## config.mk

```make
export PLATFORM = sky130hd
export DESIGN_NAME = apb_i2c_regs
export DESIGN_NICKNAME = d
export VERILOG_FILES = /design/src/rtl/i2c_apb_pkg.sv /design/src/rtl/i2c_tx_fifo.sv /design/src/rtl/apb_i2c_regs.sv
export SDC_FILE = /design/constraint.sdc
export NUM_CORES = 1
export LEC_CHECK = 0
export ABC_CLOCK_PERIOD_IN_PS = 3300
export CAP_MARGIN = 20
export CORE_MARGIN = 5
export CORE_UTILIZATION = 35
export DETAILED_ROUTE_END_ITERATION = 8
export MAX_ROUTING_LAYER = met4
export PLACE_DENSITY = 0.63
export SLEW_MARGIN = 0
export SYNTH_ARGS = -nofsm -noshare
export SYNTH_HDL_FRONTEND = slang
export SYNTH_HIERARCHICAL = 1
export SYNTH_SLANG_ARGS = --single-unit
```

## constraint.sdc

```tcl
create_clock -name clk -period 3.3 [get_ports clk]
set_input_delay 0.825 -clock clk [delete_from_list [all_inputs] [get_ports clk]]
set_output_delay 0.825 -clock clk [all_outputs]
set_load 0.01 [all_outputs]
```

## src/rtl/i2c_apb_pkg.sv

```systemverilog
// Shared definitions for the APB register front-end of the I2C controller:
// word offsets, CTRL/STATUS bit positions and the transfer FSM encoding.
package i2c_apb_pkg;

  localparam logic [1:0] OFS_CTRL   = 2'd0;
  localparam logic [1:0] OFS_ADDR   = 2'd1;
  localparam logic [1:0] OFS_TXDATA = 2'd2;
  localparam logic [1:0] OFS_STATUS = 2'd3;

  localparam int CTRL_START  = 0;
  localparam int CTRL_RW     = 1;
  localparam int CTRL_RSTART = 2;
  localparam int CTRL_IE     = 3;
  localparam int CTRL_FLUSH  = 4;

  localparam int ST_BUSY      = 0;
  localparam int ST_FULL      = 1;
  localparam int ST_EMPTY     = 2;
  localparam int ST_DONE      = 3;
  localparam int ST_ERR       = 4;
  localparam int ST_COUNT_LSB = 8;

  typedef enum logic [1:0] {
    S_IDLE      = 2'd0,
    S_LAUNCH    = 2'd1,
    S_WAIT_BUSY = 2'd2,
    S_ACTIVE    = 2'd3
  } i2c_state_e;

endpackage

```

## src/rtl/i2c_tx_fifo.sv

```systemverilog
// Byte-wide synchronous TX FIFO. A pop on a full FIFO frees a slot for a
// same-cycle push; pops on an empty FIFO are dropped.
module i2c_tx_fifo #(
  parameter int DEPTH = 4,
  parameter int AW    = 2
) (
  input  logic          clk,
  input  logic          rst,
  input  logic          push,
  input  logic          pop,
  input  logic          flush,
  input  logic [7:0]    wdata,
  output logic [7:0]    rdata,
  output logic          full,
  output logic          empty,
  output logic [AW:0]   count
);

  localparam logic [AW:0] FULL_CNT = (AW + 1)'(DEPTH);

  logic [7:0]    mem_q [DEPTH];
  logic [7:0]    mem_d [DEPTH];
  logic [AW-1:0] wr_ptr_q, wr_ptr_d;
  logic [AW-1:0] rd_ptr_q, rd_ptr_d;
  logic [AW:0]   count_q, count_d;
  logic          do_push, do_pop;

  assign full    = (count_q == FULL_CNT);
  assign empty   = (count_q == '0);
  assign count   = count_q;
  assign rdata   = empty ? 8'h00 : mem_q[rd_ptr_q];
  assign do_pop  = pop & ~empty;
  assign do_push = push & (~full | do_pop);

  always_comb begin
    mem_d    = mem_q;
    wr_ptr_d = wr_ptr_q;
    rd_ptr_d = rd_ptr_q;
    count_d  = count_q;
    if (flush) begin
      wr_ptr_d = '0;
      rd_ptr_d = '0;
      count_d  = '0;
    end else begin
      if (do_push) begin
        mem_d[wr_ptr_q] = wdata;
        wr_ptr_d        = wr_ptr_q + AW'(1);
      end
      if (do_pop) rd_ptr_d = rd_ptr_q + AW'(1);
      case ({do_push, do_pop})
        2'b10:   count_d = count_q + (AW + 1)'(1);
        2'b01:   count_d = count_q - (AW + 1)'(1);
        default: count_d = count_q;
      endcase
    end
  end

  always_ff @(posedge clk) begin
    if (rst) begin
      for (int i = 0; i < DEPTH; i++) mem_q[i] <= '0;
      wr_ptr_q <= '0;
      rd_ptr_q <= '0;
      count_q  <= '0;
    end else begin
      mem_q    <= mem_d;
      wr_ptr_q <= wr_ptr_d;
      rd_ptr_q <= rd_ptr_d;
      count_q  <= count_d;
    end
  end

endmodule

```

## src/rtl/apb_i2c_regs.sv

```systemverilog
// APB3 register front-end for i2c_controller: config, TX FIFO, launch pulse
// and transfer tracking with DONE/ERR status.
//   state       | meaning
//   S_IDLE      | no transfer, START accepted
//   S_LAUNCH    | enable pulse to controller (one cycle)
//   S_WAIT_BUSY | waiting for i2c_busy, timeout counter running
//   S_ACTIVE    | transfer running, waiting for i2c_busy to fall
module apb_i2c_regs
  import i2c_apb_pkg::*;
#(
  parameter int FIFO_DEPTH = 4,
  parameter int FIFO_AW    = 2,
  parameter int START_TMO  = 16
) (
  input  logic        clk,
  input  logic        rst,
  input  logic        psel,
  input  logic        penable,
  input  logic        pwrite,
  input  logic [3:0]  paddr,
  input  logic [31:0] pwdata,
  output logic [31:0] prdata,
  output logic        pready,
  output logic        pslverr,
  output logic        enable,
  output logic [6:0]  slave_address,
  output logic        rw,
  output logic        repeated_start_cond,
  output logic [7:0]  data_in,
  input  logic        i2c_busy,
  input  logic        i2c_data_ack,
  output logic        irq
);

  localparam int TMO_W = $clog2(START_TMO + 1);

  i2c_state_e       state_q, state_d;
  logic [TMO_W-1:0] tmo_q, tmo_d;
  logic             ctrl_rw_q, ctrl_rw_d, ctrl_rstart_q, ctrl_rstart_d, ctrl_ie_q, ctrl_ie_d;
  logic [6:0]       addr_q, addr_d;
  logic             done_q, done_d, err_q, err_d;
  logic [6:0]       out_addr_q, out_addr_d;
  logic             out_rw_q, out_rw_d, out_rstart_q, out_rstart_d;
  logic [31:0]      prdata_q, prdata_d, rd_mux;

  logic [1:0]         idx;
  logic               wr_acc, wr_err, wr_ok, busy;
  logic               ctrl_wr, addr_wr, push, status_wr, start, flush;
  logic               tmo_err, done_set;
  logic               fifo_full, fifo_empty;
  logic [FIFO_AW:0]   fifo_count;
  logic               unused_ok;

  assign idx    = paddr[3:2];
  assign busy   = (state_q != S_IDLE);
  assign wr_acc = psel & penable & pwrite;

  // A full FIFO still takes a push if the controller pops in the same cycle.
  assign wr_err = ((idx == OFS_TXDATA) & fifo_full & ~i2c_data_ack)
                | ((idx == OFS_CTRL) & busy & (pwdata[CTRL_START] | pwdata[CTRL_FLUSH]));
  assign wr_ok     = wr_acc & ~wr_err;
  assign ctrl_wr   = wr_ok & (idx == OFS_CTRL);
  assign addr_wr   = wr_ok & (idx == OFS_ADDR);
  assign push      = wr_ok & (idx == OFS_TXDATA);
  assign status_wr = wr_ok & (idx == OFS_STATUS);
  assign start     = ctrl_wr & pwdata[CTRL_START];
  assign flush     = ctrl_wr & pwdata[CTRL_FLUSH];

  assign pready              = 1'b1;
  assign pslverr             = wr_acc & wr_err;
  assign prdata              = prdata_q;
  assign enable              = (state_q == S_LAUNCH);
  assign slave_address       = out_addr_q;
  assign rw                  = out_rw_q;
  assign repeated_start_cond = out_rstart_q;
  assign irq                 = done_q & ctrl_ie_q;
  assign unused_ok           = ^{pwdata[31:8], pwdata[5], paddr[1:0]};

  i2c_tx_fifo #(.DEPTH(FIFO_DEPTH), .AW(FIFO_AW)) u_fifo (
    .clk   (clk),
    .rst   (rst),
    .push  (push),
    .pop   (i2c_data_ack),
    .flush (flush),
    .wdata (pwdata[7:0]),
    .rdata (data_in),
    .full  (fifo_full),
    .empty (fifo_empty),
    .count (fifo_count)
  );

  always_comb begin
    state_d  = state_q;
    tmo_d    = tmo_q;
    tmo_err  = 1'b0;
    done_set = 1'b0;
    case (state_q)
      S_IDLE:   if (start) state_d = S_LAUNCH;
      S_LAUNCH: begin
        state_d = S_WAIT_BUSY;
        tmo_d   = TMO_W'(START_TMO - 1);
      end
      S_WAIT_BUSY: begin
        if (i2c_busy) begin
          state_d = S_ACTIVE;
        end else if (tmo_q == '0) begin
          state_d = S_IDLE;
          tmo_err = 1'b1;
        end else begin
          tmo_d = tmo_q - TMO_W'(1);
        end
      end
      S_ACTIVE: begin
        if (!i2c_busy) begin
          state_d  = S_IDLE;
          done_set = 1'b1;
        end
      end
      default: state_d = S_IDLE;
    endcase
  end

  always_comb begin
    ctrl_rw_d     = ctrl_rw_q;
    ctrl_rstart_d = ctrl_rstart_q;
    ctrl_ie_d     = ctrl_ie_q;
    addr_d        = addr_q;
    out_addr_d    = out_addr_q;
    out_rw_d      = out_rw_q;
    out_rstart_d  = out_rstart_q;
    if (ctrl_wr) begin
      ctrl_rw_d     = pwdata[CTRL_RW];
      ctrl_rstart_d = pwdata[CTRL_RSTART];
      ctrl_ie_d     = pwdata[CTRL_IE];
    end
    if (addr_wr) addr_d = pwdata[6:0];
    // Controller-facing config is frozen at launch; RW/RSTART come from the START write itself.
    if (start) begin
      out_addr_d   = addr_q;
      out_rw_d     = pwdata[CTRL_RW];
      out_rstart_d = pwdata[CTRL_RSTART];
    end
    done_d = (done_q & ~(status_wr & pwdata[ST_DONE])) | done_set;
    err_d  = (err_q & ~(status_wr & pwdata[ST_ERR])) | tmo_err | (i2c_data_ack & fifo_empty);
  end

  always_comb begin
    rd_mux = '0;
    case (idx)
      OFS_CTRL: begin
        rd_mux[CTRL_RW]     = ctrl_rw_q;
        rd_mux[CTRL_RSTART] = ctrl_rstart_q;
        rd_mux[CTRL_IE]     = ctrl_ie_q;
      end
      OFS_ADDR: rd_mux[6:0] = addr_q;
      OFS_STATUS: begin
        rd_mux[ST_BUSY]                        = busy;
        rd_mux[ST_FULL]                        = fifo_full;
        rd_mux[ST_EMPTY]                       = fifo_empty;
        rd_mux[ST_DONE]                        = done_q;
        rd_mux[ST_ERR]                         = err_q;
        rd_mux[ST_COUNT_LSB +: FIFO_AW + 1]    = fifo_count;
      end
      default: rd_mux = '0;
    endcase
    prdata_d = (psel & ~penable & ~pwrite) ? rd_mux : prdata_q;
  end

  always_ff @(posedge clk) begin
    if (rst) begin
      state_q       <= S_IDLE;
      tmo_q         <= '0;
      ctrl_rw_q     <= 1'b0;
      ctrl_rstart_q <= 1'b0;
      ctrl_ie_q     <= 1'b0;
      addr_q        <= '0;
      done_q        <= 1'b0;
      err_q         <= 1'b0;
      out_addr_q    <= '0;
      out_rw_q      <= 1'b0;
      out_rstart_q  <= 1'b0;
      prdata_q      <= '0;
    end else begin
      state_q       <= state_d;
      tmo_q         <= tmo_d;
      ctrl_rw_q     <= ctrl_rw_d;
      ctrl_rstart_q <= ctrl_rstart_d;
      ctrl_ie_q     <= ctrl_ie_d;
      addr_q        <= addr_d;
      done_q        <= done_d;
      err_q         <= err_d;
      out_addr_q    <= out_addr_d;
      out_rw_q      <= out_rw_d;
      out_rstart_q  <= out_rstart_d;
      prdata_q      <= prdata_d;
    end
  end

endmodule

```

=== Word-level counts from Yosys, hierarchy flattened ===
Index checks and enable logic that the tools add are counted.

* $add $sub $neg: 5
* Multiply operators: 0
* Div/mod/pow operators: 0
* $lt $le $gt $ge: 3
* Equal/unequal tests: 14
* Shift operators: 0
* Mux-type cells: 26
* Bitwise operators: 41
* Reductions and logical operators: 12

{| class="wikitable"
|+ Operators by type and width
! operator !! number
|-
| 32-bit bitwise mux || 1
|-
| 8-bit 2-to-1 mux || 4
|-
| 1-bit bitwise AND || 24
|-
| 8-bit binary-select mux with 2-bit select || 1
|-
| 8-bit demux with 2-bit select || 1
|-
| 2-bit equality test, second input constant || 5
|-
| 2-bit 2-to-1 mux || 5
|-
| 5-bit 2-to-1 mux || 2
|-
| 5-bit one-hot mux with 2 select lines || 1
|-
| 1-bit NOT || 9
|-
| 3-bit one-hot mux with 3 select lines || 1
|-
| 2-bit inequality test, second input constant || 4
|-
| 2-bit one-hot mux with 4 select lines || 1
|-
| 2-bit by 1-bit equality test with 1-bit output, second input constant || 3
|-
| 3-bit greater-or-equal comparator, second input constant || 2
|-
| 2-bit NOT with 3-bit output || 2
|-
| 1-bit OR || 6
|-
| 3-bit one-hot mux with 2 select lines || 1
|-
| 3-bit AND reduction || 2
|-
| 2-bit nonzero test || 3
|-
| 5-bit logical NOT || 1
|-
| 1-bit 2-to-1 mux || 5
|-
| 5-bit by 1-bit subtractor with 5-bit output, second input constant || 1
|-
| 2-bit by 1-bit adder with 2-bit output, second input constant || 2
|-
| 12 further kinds || 14
|}

* Bits in registers: 77
* Bits in latches: 0
* RAM bits: 0
* ROM bits: 0
* Input port bits: 43
* Output and inout port bits: 53
* Logic and storage cells: 120
* Memories kept: 0

=== Depth between registers and ports, before layout ===
Gate-level depths: netlist of run 1.

* Depth after elaboration: 12
* Mapped depth: 12
* Depth with buffers taken out: 12

=== Modules after synthesis ===
Netlist of run 1, hierarchy kept.

{| class="wikitable"
|+ Modules (own cells, without submodules)
! module !! instances !! cells each !! area an instance (µm²)
|-
| apb_i2c_regs || 1 || 222 || 1981.9
|-
| i2c_tx_fifo || 1 || 185 || 1976.9
|}

=== Worst setup path after synthesis of run 1 ===
Ideal clock, no wire load.

* Path type: in2reg
* Start: input i2c_data_ack
* End: register u_fifo.count_q[2], in the netlist u_fifo/count[2]
* Setup time: 0.070 ns
* Data arrival time: 2.726 ns
* Slack: 0.505 ns
* Cell stages on the path: 9
* Path through: or4b_4 buf_6 nand2_1 ha_1 inv_1 fa_1 xor2_1 or3_1 a21oi_1

* Cells in the longest elaborated chain, start to end: 9
* Elaborated cells on any way between the ends: 16

{| class="wikitable"
|+ Ends and longest elaborated chain
! element !! RTL line !! source
|-
| start, declared || apb_i2c_regs.sv:31 || <nowiki>input logic i2c_data_ack,</nowiki>
|-
| 1-bit NOT || apb_i2c_regs.sv:59 || <nowiki>assign wr_err = ((idx == OFS_TXDATA) & fifo_full & ~i2c_data_ack)</nowiki>
|-
| 1-bit bitwise AND || apb_i2c_regs.sv:59 ||
|-
| 1-bit OR || apb_i2c_regs.sv:60 || <nowiki>| ((idx == OFS_CTRL) & busy & (pwdata[CTRL_START] | pwdata[CTRL_FLUSH]));</nowiki>
|-
| 1-bit NOT || apb_i2c_regs.sv:61 || <nowiki>assign wr_ok = wr_acc & ~wr_err;</nowiki>
|-
| 1-bit bitwise AND || apb_i2c_regs.sv:61 ||
|-
| 1-bit bitwise AND || apb_i2c_regs.sv:64 || <nowiki>assign push = wr_ok & (idx == OFS_TXDATA);</nowiki>
|-
| 1-bit bitwise AND || i2c_tx_fifo.sv:33 || <nowiki>assign do_push = push & (~full | do_pop);</nowiki>
|-
| 2-bit by 1-bit equality test with 1-bit output or 2-bit equality test (tied branches) || i2c_tx_fifo.sv:50 || <nowiki>case ({do_push, do_pop})</nowiki>
|-
| 3-bit one-hot mux with 2 select lines or 2-bit nonzero test (tied branches) || n/a ||
|-
| end signal, assigned || i2c_tx_fifo.sv:68 || <nowiki>count_q <= count_d;</nowiki>
|-
| end, declared || i2c_tx_fifo.sv:25 || <nowiki>logic [AW:0] count_q, count_d;</nowiki>
|}

Several ways; a longest one is shown, not always the timed one.
A chain may end at the register's enable or synchronous reset.

=== Worst setup path after layout of run 1 ===
* Start: input pwdata[4]
* End: output pslverr

* Cells in the longest elaborated chain, start to end: 4

{| class="wikitable"
|+ Ends and longest elaborated chain
! element !! RTL line !! source
|-
| start, declared || apb_i2c_regs.sv:21 || <nowiki>input logic [31:0] pwdata,</nowiki>
|-
| 1-bit OR || apb_i2c_regs.sv:60 ||
|-
| 1-bit bitwise AND || apb_i2c_regs.sv:60 ||
|-
| 1-bit OR || apb_i2c_regs.sv:60 ||
|-
| 1-bit bitwise AND || apb_i2c_regs.sv:70 || <nowiki>assign pslverr = wr_acc & wr_err;</nowiki>
|-
| end, declared || apb_i2c_regs.sv:24 || <nowiki>output logic pslverr,</nowiki>
|}

No other way between the ends.

==> out/results.md, run 1 <==
### GRT
* 0 — antenna violations before repair
* 80 — largest net degree at the start of global routing
* 0 — gr ovfl total
* 13.8% — Total Routing Usage GR
* 14,200 um — first-pass GRT wire length
* 2,854 — vias in the first global route

### Floorplan
* 116 um — die outline width
* 36.0% — effective utilization at floorplan
* 116 um — vertical extent of the die
* 0.0135 mm2 — total die area
* 0.0110 mm2 — core area
* 38 — Rows
* 96 — boundary pin count

### Critical path
* 2370 ps — arrival time reported for the critical path endpoint
* in2out — Setup CP Type
* output pin — category of the worst setup path capture point
* input port — kind of launch point of the worst setup path
* 2470 ps — required time reported for the critical path endpoint
* 2 — Max Fanout on Critical Path
* 8 — number of cell instances on the worst register-to-register path
* u_fifo/rd_ptr_q[0] — Reg-to-Reg End
* 970 ps — R2R setup slack
* state_q[1] — startpoint of the lowest-slack register-to-register path

### STA
* 0 — max-slew violations
* false — RSZ-0062 raised after global routing
* 313 MHz — Peak Freq
* 53.7% — Max-slew headroom
* 3190 ps — final worst path period need
* 0 — number of endpoints with negative hold slack in the final report
* 0 — Final setup violation count
* 96.8% — fin crit share
* 6.90 ps — Worst Clk Skew
* 0 ps — total negative setup slack
* 694 ps — Worst Max-Slew Pin Slew

### Synthesis
* 19.0% — multiplexer area fraction after synthesis
* sky130_fd_sc_hd__dfxtp_1 39%, sky130_fd_sc_hd__mux2i_1 14%, sky130_fd_sc_hd__nand2b_1 6.5%, sky130_fd_sc_hd__mux4_2 4.6%, sky130_fd_sc_hd__buf_4 4.4% — Synth area leaders
* simple AND/OR/NAND/NOR gates — main combinational cell family by area after synthesis
* 0 — number of synthesized flops with an enable pin
* 38.9% — share of the yosys chip area belonging to registers
* 0.442% — parity-gate share of the synthesized area counting xor and xnor cells
* 4.30% — synthesized-area fraction occupied by adder cells
* 0.00396 mm2 — area of the mapped netlist
* 0% — share of flip-flops with an asynchronous set or reset after synthesis
* 9.73 um2 — Avg Inst Size Synth
* sky130_fd_sc_hd__dfxtp_1 — most used flip-flop cell after synthesis
* 77 — synthesized flop and latch total
* 38.9% — share of the synthesized area in the top cell type
* 21.7% — Synth Area in Simple Gates
* sky130_fd_sc_hd__dfxtp_1 — post-synth top area cell
* sky130_fd_sc_hd__dfxtp_1 — most frequent cell after synthesis
* 6 — number of warning messages in the yosys log
* 407 — Syn Inst Count
* 46 — synth unique cells
* 77 x sky130_fd_sc_hd__dfxtp_1, 56 x sky130_fd_sc_hd__mux2i_1, 41 x sky130_fd_sc_hd__nand2b_1 — most frequent cells after synthesis
* 6.57% — area fraction in compound gates after synthesis

### Route
* 4.80 — vias per inst
* 110 — number of DRC markers in iteration 0
* 0 — DRC viols
* 0 — final antenna-violating net count
* 8640 um — total detailed-routing wirelength
* 14.5 um — drt wl/cell
* 4 — Pre-antenna DRT Iters
* 2,864 — routed vias

### Placement
* 6390 um — half-perimeter wire length of the detailed placement result
* 0.801 — GP Congestion
* 0.00446 mm2 — placed instance area
* 46 — Port Buffer Count

### Power
* 528 mW/mm2 — power density over the cells
* 1.95 nW — Pleak
* 383 uV — maximum VDD drop

### Final layout
* 0.00215 mm2 — area of the multi-input gates
* 0 — number of diodes added for antenna fixing
* 20.9% — signed area change from the synthesized netlist to the final layout
* 0.00478 mm2 — post-route standard cell area excluding fillers
* 0.00154 mm2 — Register Area
* 1,069 — Layout fillers
* 11.4% — fraction of layout instances using a drive strength above 1
* 508 — nets@finish

### CTS
* 0 — number of hold-repair buffers added at the cts stage
* 3 — depth of the CTS H-tree
* 60 ps — Reg clk slew, reported paths
* sky130_fd_sc_hd__clkbuf_16 — root buffer cell
* yes — CTS tree
* 2 — number of buffers between clock root and the deepest sink
* 9 — CTS buffer count
* 330 ps — insertion delay of the later-clocked pin in the worst-skew pair
* 0 — post-CTS resize count
* 77 — CTS sink count
* 0 — buffer count from post-CTS setup fixing

### Worst hold path
* prdata[4] — Hold Startpoint
* reg2reg — path class of the lowest-slack min-delay path
* prdata[4] — worst hold endpoint
* 2 — Hold Path Stages

### Job
* 0 — count of maximum capacitance violations

### Run status
* finished, final reports clean — outcome

placed cells by master (no fill, tap or decap), types with 2 or more instances in the layout:
cell type / n
sky130_fd_sc_hd__conb_1: 23
sky130_fd_sc_hd__bufinv_16: 2
sky130_fd_sc_hd__or3_1: 4
sky130_fd_sc_hd__nor2b_1: 11
sky130_fd_sc_hd__nor2_1: 34
sky130_fd_sc_hd__nand2b_1: 41
sky130_fd_sc_hd__clkinv_2: 2
sky130_fd_sc_hd__a211oi_1: 5
sky130_fd_sc_hd__inv_1: 14
sky130_fd_sc_hd__or4b_4: 2
sky130_fd_sc_hd__clkdlybuf4s50_1: 45
sky130_fd_sc_hd__nor4b_1: 2
sky130_fd_sc_hd__nand3_1: 9
sky130_fd_sc_hd__mux2i_1: 56
sky130_fd_sc_hd__ha_1: 12
sky130_fd_sc_hd__clkbuf_16: 9
sky130_fd_sc_hd__a21oi_1: 18
sky130_fd_sc_hd__o21ai_0: 8
sky130_fd_sc_hd__and3_1: 3
sky130_fd_sc_hd__o31ai_1: 3
sky130_fd_sc_hd__a22oi_1: 2
sky130_fd_sc_hd__dfxtp_1: 77
sky130_fd_sc_hd__and2_1: 4
sky130_fd_sc_hd__xor2_1: 2
sky130_fd_sc_hd__nor3_1: 7
sky130_fd_sc_hd__nand3_2: 3
sky130_fd_sc_hd__or3b_2: 2
sky130_fd_sc_hd__nand2_1: 17
sky130_fd_sc_hd__mux4_2: 8
sky130_fd_sc_hd__buf_4: 12
metal layers:
layer	track usage (%)	vias to the layer above	share of wire, %	wire length (um)
met5	-	-	0	0
met4	4.49	0	1.5	133
met3	3.21	10	3.6	309
met2	22.6	52	51	4370
met1	16.8	1358	44	3820
li1	-	1444	-	-
registers in the layout, summed over array words and instances, names as in the netlist:
register             count
state_q                  2
u_fifo/count             3
slave_address            7
addr_q                   7
rw                       1
u_fifo/mem_q            32
u_fifo/rd_ptr_q          2
prdata                  10
tmo_q                    5
u_fifo/wr_ptr_q          2
err_q                    1
ctrl_ie_q                1
done_q                   1
ctrl_rw_q                1
repeated_start_cond      1
ctrl_rstart_q            1
metrics by stage:
step                      hold slack (ps)  utilization, %  setup slack, ps  instances  power, W
after floorplan                       445               -              505        428   0.00137
after global placement                445            40.6              114        581   0.00147
after detailed placement              448            40.6             99.3        581   0.00149
after CTS                             458            43.6              113        597   0.00255
after global routing                  477            43.6             77.7        597   0.00266
final                                 455            43.6              106        597   0.00253
where the power goes:
part	switching (W)	total, W	internal (W)
Sequential	0.0000466	0.00102	0.000971
Combinational	0.000237	0.000445	0.000207
Clock	0.000398	0.00106	0.000667
worst max-delay path: stages:
cell and delay (ps):
sky130_fd_sc_hd__clkdlybuf4s50_1 550, sky130_fd_sc_hd__o21ba_2 180, sky130_fd_sc_hd__nand2b_1 60, sky130_fd_sc_hd__a21oi_1 180, sky130_fd_sc_hd__clkdlybuf4s50_1 570
area by class of cell:
type                       instances  area share (%)
timing repair buffer              58            11.4
multi-input combinational        292            44.9
clock buffer                       9            4.71
clock inverter                     7            2.04
inverter                          14            1.10
tap                              140            3.66
sequential                        77            32.2
worst max-delay path by stage:
stage                             from         endpoint  slack, ps  cells after the start
global route        u_fifo/rd_ptr_q[1]       data_in[4]         80                      3
global placement             pwdata[4]          pslverr        110                      5
finish                       pwdata[4]          pslverr        110                      5
detailed placement        i2c_data_ack  u_fifo/count[2]        100                      9
floorplan                 i2c_data_ack  u_fifo/count[2]        500                      9
CTS                          pwdata[4]          pslverr        110                      5
cell families after synthesis:
| logic type | count (synthesis) |
|---|---|
| AOI/OAI and AO/OA | 42 |
| xor gates and xnor gates | 2 |
| adders and majority gates | 13 |
| buffers and inverters | 59 |
| DFF | 77 |
| muxes | 65 |
| other | 2 |
| and+or+nand+nor | 147 |
Note: power is estimated with default switching activity, not from simulation.
==> run 2: changes to the inputs <==
Settings changed: CELL_PAD_IN_SITES_DETAIL_PLACEMENT set to 1, CELL_PAD_IN_SITES_GLOBAL_PLACEMENT set to 2, CORE_UTILIZATION 35 to 30, GPL_TIMING_DRIVEN set to 1, PLACE_DENSITY 0.63 to 0.82.
==> run 2 against run 1 <==
Setup slack got worse by 76 ps. Hold slack improved by 3.7 ps. Die area increased by 15%. Register-to-register slack got worse by 40 ps. Count of clock-buffer cells in the layout up 1. Clock skew rose by 2.3 ps. Critical path type unchanged. Highest routed layer unchanged.
==> out/results.md, run 2 (same netlist as run 1, synthesis figures left out) <==
### Floorplan
* 30.3% — effective utilization at floorplan, -5.8 points
* 125 um — vertical extent of the die, +7.3%
* 0.0131 mm2 — core area, +19%
* 125 um — die outline width, +7.3%
* 96 — boundary pin count, unchanged
* 0.0156 mm2 — total die area, +15%
* 42 — Rows, +11%

### CTS
* 9 — CTS buffer count, unchanged
* 0 — buffer count from post-CTS setup fixing, unchanged
* 0 — post-CTS resize count, unchanged
* 77 — CTS sink count, unchanged
* 2 — number of buffers between clock root and the deepest sink, unchanged
* sky130_fd_sc_hd__clkbuf_16 — root buffer cell
* 0 — number of hold-repair buffers added at the cts stage, unchanged
* 3 — depth of the CTS H-tree, unchanged
* 60 ps — Reg clk slew, reported paths, about the same
* 340 ps — insertion delay of the later-clocked pin in the worst-skew pair, about the same
* yes — CTS tree

### Placement
* 0.732 — GP Congestion, -8.6%
* 617 — # placed instances, +6.2%
* 50.3 ps — post-placement worst setup slack, -49.0 ps
* 0.00451 mm2 — placed instance area, +1.0%
* 7240 um — half-perimeter wire length of the detailed placement result, +13%
* 46 — Port Buffer Count, unchanged

### GRT
* 14.9% — fraction of met1 tracks used by global routing, -1.8 points
* 0 — gr ovfl total, unchanged
* 3.69% — GR Util met3, +0.48 points
* 3,093 — vias in the first global route, +8.4%
* 80 — largest net degree at the start of global routing, unchanged
* 15,900 um — first-pass GRT wire length, +12%
* 21.9% — global routing met2 resource utilization, -0.67 points
* 0 — antenna violations before repair, unchanged
* met2 — layer with the highest usage after global routing
* 13.0% — Total Routing Usage GR, -0.78 points

### Critical path
* in2out — Setup CP Type
* 930 ps — R2R setup slack, -40 ps
* input port — kind of launch point of the worst setup path
* state_q[0] — startpoint of the lowest-slack register-to-register path
* u_fifo/rd_ptr_q[0] — Reg-to-Reg End
* output pin — category of the worst setup path capture point
* 2 — Max Fanout on Critical Path, unchanged
* 8 — number of cell instances on the worst register-to-register path, unchanged
* 2470 ps — required time reported for the critical path endpoint, about the same
* 2440 ps — arrival time reported for the critical path endpoint, +70 ps

### STA
* 99.1% — fin crit share, +2.3 points
* 0 — max-slew violations, unchanged
* 0 — Final setup violation count, unchanged
* 3270 ps — final worst path period need, +75.6 ps
* 30.3 ps — post-layout worst setup margin, -75.6 ps
* 702 ps — Worst Max-Slew Pin Slew, +8.64 ps
* 0 — number of endpoints with negative hold slack in the final report, unchanged
* 9.24 ps — Worst Clk Skew, +2.34 ps
* 306 MHz — Peak Freq, -2.3%
* 53.2% — Max-slew headroom, -0.58 points
* false — RSZ-0062 raised after global routing
* 0 ps — total negative setup slack, unchanged

### Final layout
* 36.6% — Util after Layout, -7.0 points
* 0.00479 mm2 — post-route standard cell area excluding fillers, +0.13%
* sky130_fd_sc_hd__dfxtp_1 — leading cell type in the layout, fill and taps excluded
* 508 — nets@finish, unchanged
* 0.00154 mm2 — Register Area, unchanged
* 0.00215 mm2 — area of the multi-input gates, unchanged
* 21.0% — signed area change from the synthesized netlist to the final layout
* 32 — max FFs per register, unchanged
* u_fifo/mem_q — Most flops, register
* 633 — Non-Filler Instances, +6.0%
* 0 — number of diodes added for antenna fixing, unchanged
* 77 x sky130_fd_sc_hd__dfxtp_1, 56 x sky130_fd_sc_hd__mux2i_1, 45 x sky130_fd_sc_hd__clkdlybuf4s50_1 — top library cells by usage in the layout, fill and taps aside
* 11.4% — fraction of layout instances using a drive strength above 1, unchanged
* 1,480 — Layout fillers, +38%

### Route
* 123 — number of DRC markers in iteration 0, +12%
* 2,928 — routed vias, +2.2%
* 9730 um — total detailed-routing wirelength, +13%
* 4.63 — vias per inst, -3.6%
* 0 — DRC viols, unchanged
* 15.4 um — drt wl/cell, +6.3%
* 4 — Pre-antenna DRT Iters, unchanged
* 0 — final antenna-violating net count, unchanged

### Power
* 505 mW/mm2 — power density over the cells, -4.4%
* 334 uV — maximum VDD drop, -13%
* 1.93 nW — Pleak, -0.80%

### Worst hold path
* prdata[9] — Hold Startpoint
* prdata[9] — worst hold endpoint
* reg2reg — path class of the lowest-slack min-delay path
* 2 — Hold Path Stages, unchanged

### Job
* 0 — count of maximum capacitance violations, unchanged

### Run status
* finished, final reports clean — outcome

==> run 2: worst max path at each step <==
| stage | startpoint | end | slack (ps) |
|---|---|---|---|
| 2_1_floorplan | i2c_data_ack | u_fifo/count[2] | 500 |
| 3_3_place_gp | pwdata[4] | pslverr | 50 |
| 3_5_place_dp | pwdata[4] | pslverr | 50 |
| 4_1_cts | pwdata[4] | pslverr | 50 |
| 5_1_grt | pwdata[4] | pslverr | 40 |
| 6_report | pwdata[4] | pslverr | 30 |
==> run 2: cell type report <==
cell class,instances,area share [%]
clock inverter,6,0.940
tap,176,4.60
clock buffer,10,4.99
inverter,14,1.10
multi-input combinational,292,44.8
timing repair buffer,58,11.4
sequential,77,32.2
==> run 2: worst max-delay path: stages <==
cell	delay (ps)
sky130_fd_sc_hd__clkdlybuf4s50_1	540
sky130_fd_sc_hd__o21ba_2	180
sky130_fd_sc_hd__nand2b_1	50
sky130_fd_sc_hd__a21oi_1	260
sky130_fd_sc_hd__clkdlybuf4s50_1	590
==> run 2: report_power, final <==
part | internal, W | total, W | leakage [nW] | switching, W
combinational | 0.000208 | 0.000459 | 1.17 | 0.000252
clock | 0.000535 | 0.000940 | 0.143 | 0.000405
sequential | 0.000971 | 0.00102 | 0.622 | 0.0000485
total | 0.00171 | 0.00242 | 1.93 | 0.000705
==> run 2: routing by layer <==
layer  part of all wire (%)  wire, um
met5                      0         0
met4                    2.1       204
met3                    3.3       321
met2                     50      4900
met1                     44      4310
==> run 2: stage by stage <==
step	hold slack [ps]	total power (W)
2_1_floorplan	445	0.00137
3_3_place_gp	452	0.00148
3_5_place_dp	460	0.00150
4_1_cts	470	0.00245
5_1_grt	497	0.00255
6_report	459	0.00242
==> run 3: changes to the inputs <==
Settings changed: CAP_MARGIN 20 to 30, CTS_CLUSTER_SIZE set to 40.
==> results of run 3 <==
The final DEF is identical to that of run 2; final timing and power are the same.
